[config.mk]
export PLATFORM = sky130hd
export DESIGN_NAME = leading_sign_count_pipe
export DESIGN_NICKNAME = d
export VERILOG_FILES = /design/src/rtl/pof_norm_pkg.sv /design/src/rtl/lsc_segment.sv /design/src/rtl/leading_sign_count_pipe.sv
export SDC_FILE = /design/constraint.sdc
export NUM_CORES = 1
export LEC_CHECK = 0
export ABC_AREA = 1
export CAP_MARGIN = 5
export CORE_MARGIN = 3
export CORE_UTILIZATION = 50
export CTS_CLUSTER_SIZE = 10
export DETAILED_ROUTE_END_ITERATION = 12
export HOLD_SLACK_MARGIN = 0.06
export PLACE_DENSITY = 0.73
export SYNTH_ARGS = -nofsm -noshare
export SYNTH_HDL_FRONTEND = slang
export SYNTH_SLANG_ARGS = --single-unit
[constraint.sdc]
create_clock -name clk -period 5.48 [get_ports clk]
set_input_delay 1.37 -clock clk [delete_from_list [all_inputs] [get_ports clk]]
set_output_delay 1.37 -clock clk [all_outputs]
set_load 0.01 [all_outputs]
[src/rtl/pof_norm_pkg.sv]
// Shared widths and count types for the leading-sign-count pipeline.
package pof_norm_pkg;
    localparam int DATA_WIDTH  = 64;
    localparam int SEG_WIDTH   = 16;
    localparam int NUM_SEG     = DATA_WIDTH / SEG_WIDTH;
    localparam int COUNT_WIDTH = 6;

    typedef logic [4:0]             seg_count_t;
    typedef logic [COUNT_WIDTH-1:0] lsc_count_t;
endpackage

[src/rtl/lsc_segment.sv]
// Counts leading bits of one segment that match the operand sign (0..16).
module lsc_segment
    import pof_norm_pkg::*;
(
    input  logic [SEG_WIDTH-1:0] seg_i,
    input  logic                 sign_i,
    output seg_count_t           count_o
);
    logic run;

    always_comb begin
        count_o = '0;
        run     = 1'b1;
        for (int i = SEG_WIDTH - 1; i >= 0; i--) begin
            if (run && (seg_i[i] == sign_i)) begin
                count_o = count_o + seg_count_t'(1);
            end else begin
                run = 1'b0;
            end
        end
    end
endmodule

[src/rtl/leading_sign_count_pipe.sv]
// Two-stage redundant-sign-bit counter with valid/ready flow control.
module leading_sign_count_pipe #(
    parameter int DATA_WIDTH = 64,
    parameter int SEG_WIDTH  = 16
) (
    input  logic                  clk,
    input  logic                  rst_n,
    input  logic [DATA_WIDTH-1:0] s_data,
    input  logic                  s_valid,
    output logic                  s_ready,
    output logic [5:0]            m_count,
    output logic                  m_allsign,
    output logic                  m_sign,
    output logic [DATA_WIDTH-1:0] m_data,
    output logic                  m_valid,
    input  logic                  m_ready
);
    import pof_norm_pkg::*;

    logic                            v1_q, v2_q;
    logic                            ld1, ld2;
    logic                            sign1_q;
    logic [DATA_WIDTH-1:0]           data1_q;
    seg_count_t [NUM_SEG-1:0]        cnt1_q, cnt1_d;
    logic [COUNT_WIDTH:0]            tot;
    logic                            run;
    lsc_count_t                      count_d, count_q;
    logic                            allsign_d, allsign_q;
    logic                            sign2_q;
    logic [DATA_WIDTH-1:0]           data2_q;

    assign ld2     = !v2_q || m_ready;
    assign ld1     = !v1_q || ld2;
    assign s_ready = ld1;

    for (genvar g = 0; g < NUM_SEG; g++) begin : g_seg
        lsc_segment u_seg (
            .seg_i   (s_data[g*SEG_WIDTH +: SEG_WIDTH]),
            .sign_i  (s_data[DATA_WIDTH-1]),
            .count_o (cnt1_d[g])
        );
    end

    // Sum full segments from the MSB down; the first partial one ends the run.
    always_comb begin
        tot = '0;
        run = 1'b1;
        for (int s = NUM_SEG - 1; s >= 0; s--) begin
            if (run) begin
                tot = tot + (COUNT_WIDTH+1)'(cnt1_q[s]);
                if (cnt1_q[s] != seg_count_t'(SEG_WIDTH)) run = 1'b0;
            end
        end
        count_d   = lsc_count_t'(tot - 1'b1);
        allsign_d = (tot == (COUNT_WIDTH+1)'(DATA_WIDTH));
    end

    always_ff @(posedge clk or negedge rst_n) begin
        if (!rst_n) begin
            v1_q    <= 1'b0;
            sign1_q <= 1'b0;
            data1_q <= '0;
            cnt1_q  <= '0;
        end else if (ld1) begin
            v1_q <= s_valid;
            if (s_valid) begin
                sign1_q <= s_data[DATA_WIDTH-1];
                data1_q <= s_data;
                cnt1_q  <= cnt1_d;
            end
        end
    end

    always_ff @(posedge clk or negedge rst_n) begin
        if (!rst_n) begin
            v2_q      <= 1'b0;
            count_q   <= '0;
            allsign_q <= 1'b0;
            sign2_q   <= 1'b0;
            data2_q   <= '0;
        end else if (ld2) begin
            v2_q <= v1_q;
            if (v1_q) begin
                count_q   <= count_d;
                allsign_q <= allsign_d;
                sign2_q   <= sign1_q;
                data2_q   <= data1_q;
            end
        end
    end

    assign m_valid   = v2_q;
    assign m_count   = count_q;
    assign m_allsign = allsign_q;
    assign m_sign    = sign2_q;
    assign m_data    = data2_q;
endmodule

==> results of run 1 <==
report_power, final:
part | total, uW | leakage, uW | internal [uW] | switching [uW]
Sequential | 1550 | 0.00196 | 1410 | 143
Clock | 1270 | 0.000292 | 772 | 503
Combinational | 1620 | 0.00728 | 786 | 835
stage by stage:
stage	setup slack, ns	setup TNS, ns	util
3_3_place_gp	-1.80	-23.64	0.652
6_report	-1.28	-16.54	0.749
4_1_cts	-1.22	-14.31	0.717
2_1_floorplan	-1.32	-13.82	-
3_5_place_dp	-2.05	-26.52	0.652
5_1_grt	-1.60	-21.06	0.749
flip-flops by register name, indices dropped and copies added (netlist names), 6 cells and up:
name,flops
m_count,6
m_data,63
cnt1_q,20
data1_q,63
repair_timing:
item,CTS,global route
pin swaps,100,114
gates cloned,2,0
setup buffers,65,23
endpoints found under the setup margin,16,16
resized for setup,132,118
Yosys cell counts (3+ instances only):
cell      count  area [um2]
ha_1         67         838
o21bai_1      4        30.0
xnor2_2       3        48.8
xor2_1       12         105
nand2_4       3        33.8
o21ai_1      16        80.1
xor2_2        4        65.1
o21ai_2       4        35.0
nor4_1        3        18.8
a21oi_1      28         140
nand4_1      13        81.3
a31oi_1       5        31.3
clkbuf_1     30         113
fa_1          3        60.1
o211ai_1      4        30.0
buf_2         5        25.0
buf_6         3        33.8
inv_1       239         897
a21oi_2       5        43.8
nand2_2      42         263
o21ai_0     111         556
xnor2_1      10        87.6
buf_4         5        37.5
nor3_1        6        30.0
nand3_1     124         621
nand3b_1      7        52.6
nand3_2      16         160
or2_2        11        68.8
inv_2        21        78.8
nand2_1     712        2670
dfrtp_1     157        3930
nor2_2        8        50.1
nor2_1       99         372
nor2_4        5        56.3
routing by layer:
metal,track usage,routed length (um),vias to the layer above
met5,0,0,-
met4,0.0739,1020,0
met3,0.0395,1570,75
met2,0.482,18400,349
met1,0.314,14900,6096
li1,-,-,6472
layout make-up:
type,count,share of cell area
Clock buffer,20,0.0253
Clock inverter,10,0.00944
Inverter,265,0.0571
Multi-Input combinational cell,1349,0.452
Sequential cell,157,0.223
Tap cell,319,0.0226
Timing Repair Buffer,423,0.210
worst reg2reg max path, delay by kind of cell (launching register included):
family,cells,cell delay [ns]
AOI/OAI and AO/OA,5,1.25
xor gates and xnor gates,2,0.34
adders and majority gates,3,0.94
buffers and inverters,3,0.28
DFF,1,0.44
and+or+nand+nor,8,1.17
logic make-up after synthesis:
group                    share of synthesized area
buffers and inverters                        0.102
flip-flops                                   0.327
XOR/XNOR                                    0.0255
AO/OA/AOI/OAI                               0.0891
AND/OR/NAND/NOR                              0.382
adder cells (fa/ha/maj)                     0.0747
path summary, 6_finish.rpt:
check	start	to	slack [ns]	cells after the start
max	s_data[63]	cnt1_q[18]	-1.28	48
min	data1_q[1]	m_data[1]	0.47	2
max reg2reg	cnt1_q[17]	m_count[5]	0.92	21
min reg2reg	data1_q[1]	m_data[1]	0.47	2
max in group asynchronous	rst_n	data1_q[28]	3.45	2
min in group asynchronous	rst_n	m_data[51]	1.03	1
==> impl_metrics.json, run 1 <==
{
  "outcome": "complete, but fails checks",
  "violations": "negative setup slack",
  "syn_avg_cell_area_um2": 6.62,
  "die_area_um2": 25900,
  "die_y_um": 161,
  "final_common_cell": "nand2_1",
  "grt_overflow": 0,
  "fin_crit_sh": 1.23,
  "cellPowerDensity_nw_per_um2": 252,
  "cap_violations": 0,
  "clk_latency_ns": 0.43,
  "crit_fanout": 4,
  "start_util": 0.511,
  "grt_pass1_wl_um": 56600,
  "irDropWorstVdd_mv": 0.209,
  "cts_hold_buf": 0,
  "cp_top_family": "adder cells",
  "grt_max_degree": 92,
  "p_total_uw": 4450,
  "syn_inst": 1816,
  "fin_ws_ns": -1.28,
  "tightest_slew_ns": 0.938,
  "seq_area_um2": 3930,
  "clock-sinks": 157,
  "finalNetCount": 2351,
  "antenna_found_initial": 0,
  "ys_types": 57,
  "grt_setup_unrepaired": "yes",
  "post-dp-hpwl_um": 22600,
  "hold_viol_final": 0,
  "dp_cells": 2431,
  "area_delta_synth_final_pct": 46.6,
  "placed_cell_area_um2": 15400,
  "period_needed_ns": 6.76,
  "synth_seq_cells": 157,
  "synth-main-ff-cell": "dfrtp_1",
  "grt_pass1_vias": 12614,
  "place_congestion": 0.858,
  "grt_use_total": 0.261,
  "relSlewSlack": 0.369,
  "cts_buffer_depth": 2,
  "yosys_warnings": 0,
  "synth_async_sr_flop_share": 1.00,
  "wl_per_cell_um": 14.1,
  "hold_path.class": "reg -> reg",
  "hold_ws_ns": 0.467,
  "final_area_um2": 17600,
  "die_x_um": 161,
  "cp_num_buf_inv": 11,
  "h-tree-depth": 4,
  "diodes": 0,
  "max_stage_delay_ns": 0.29,
  "drc": 0,
  "core_um2": 23500,
  "ant_nets": 0,
  "worstSetupEndpointType": "flop",
  "pin_count": 142,
  "crit_top_cell": "nand2_1",
  "mappedNetlistArea_um2": 12000,
  "num-fill-cells": 1749,
  "num_vias": 12992,
  "crit_required_ns": 5.83,
  "cts-root-buf": "clkbuf_16",
  "rows": 56,
  "cts_made_buffers": 17,
  "drive_gt1_frac": 0.283,
  "drv_slew": 0,
  "final_cell_mix": "660 x nand2_1, 254 x buf_4, 211 x inv_1",
  "finalClockSkew_ns": 0.0101,
  "startpoint_type": "input pin",
  "worstPathArrival_ns": 7.11,
  "critPathSlowestCell": "ha_1",
  "tritoncts": "built",
  "clk_pin_slew_ns": 0.06,
  "vias_per_cell": 5.11,
  "multi_input_area_um2": 7970,
  "drtPass1Iterations": 5,
  "p_leak_uw": 0.00953,
  "final_cell_count_no_fill": 2543,
  "numPortBuffers": 141,
  "synth-edff-count": 0,
  "setup_violations": 16,
  "crit_type": "in -> reg",
  "ys_seq_area_frac": 0.327,
  "syn_nets": 1954,
  "routed_wl_um": 35800,
  "drt_iter0_drc": 776,
  "max_freq_mhz": 148
}
Power figures use the tool's default switching activity.
==> inputs of run 2 (changes only) <==
--- a/constraint.sdc
+++ b/constraint.sdc
@@ -3,2 +3,2 @@
 set_output_delay 1.37 -clock clk [all_outputs]
-set_load 0.01 [all_outputs]
+set_load 0.05 [all_outputs]
==> results of run 2 <==
Same layout as run 1 (identical final DEF). Status: complete, but fails checks: negative setup slack.
Main changes from that run: total power 4450 uW -> 4960 uW; worst IR drop on VDD 0.209 mV -> 0.210 mV
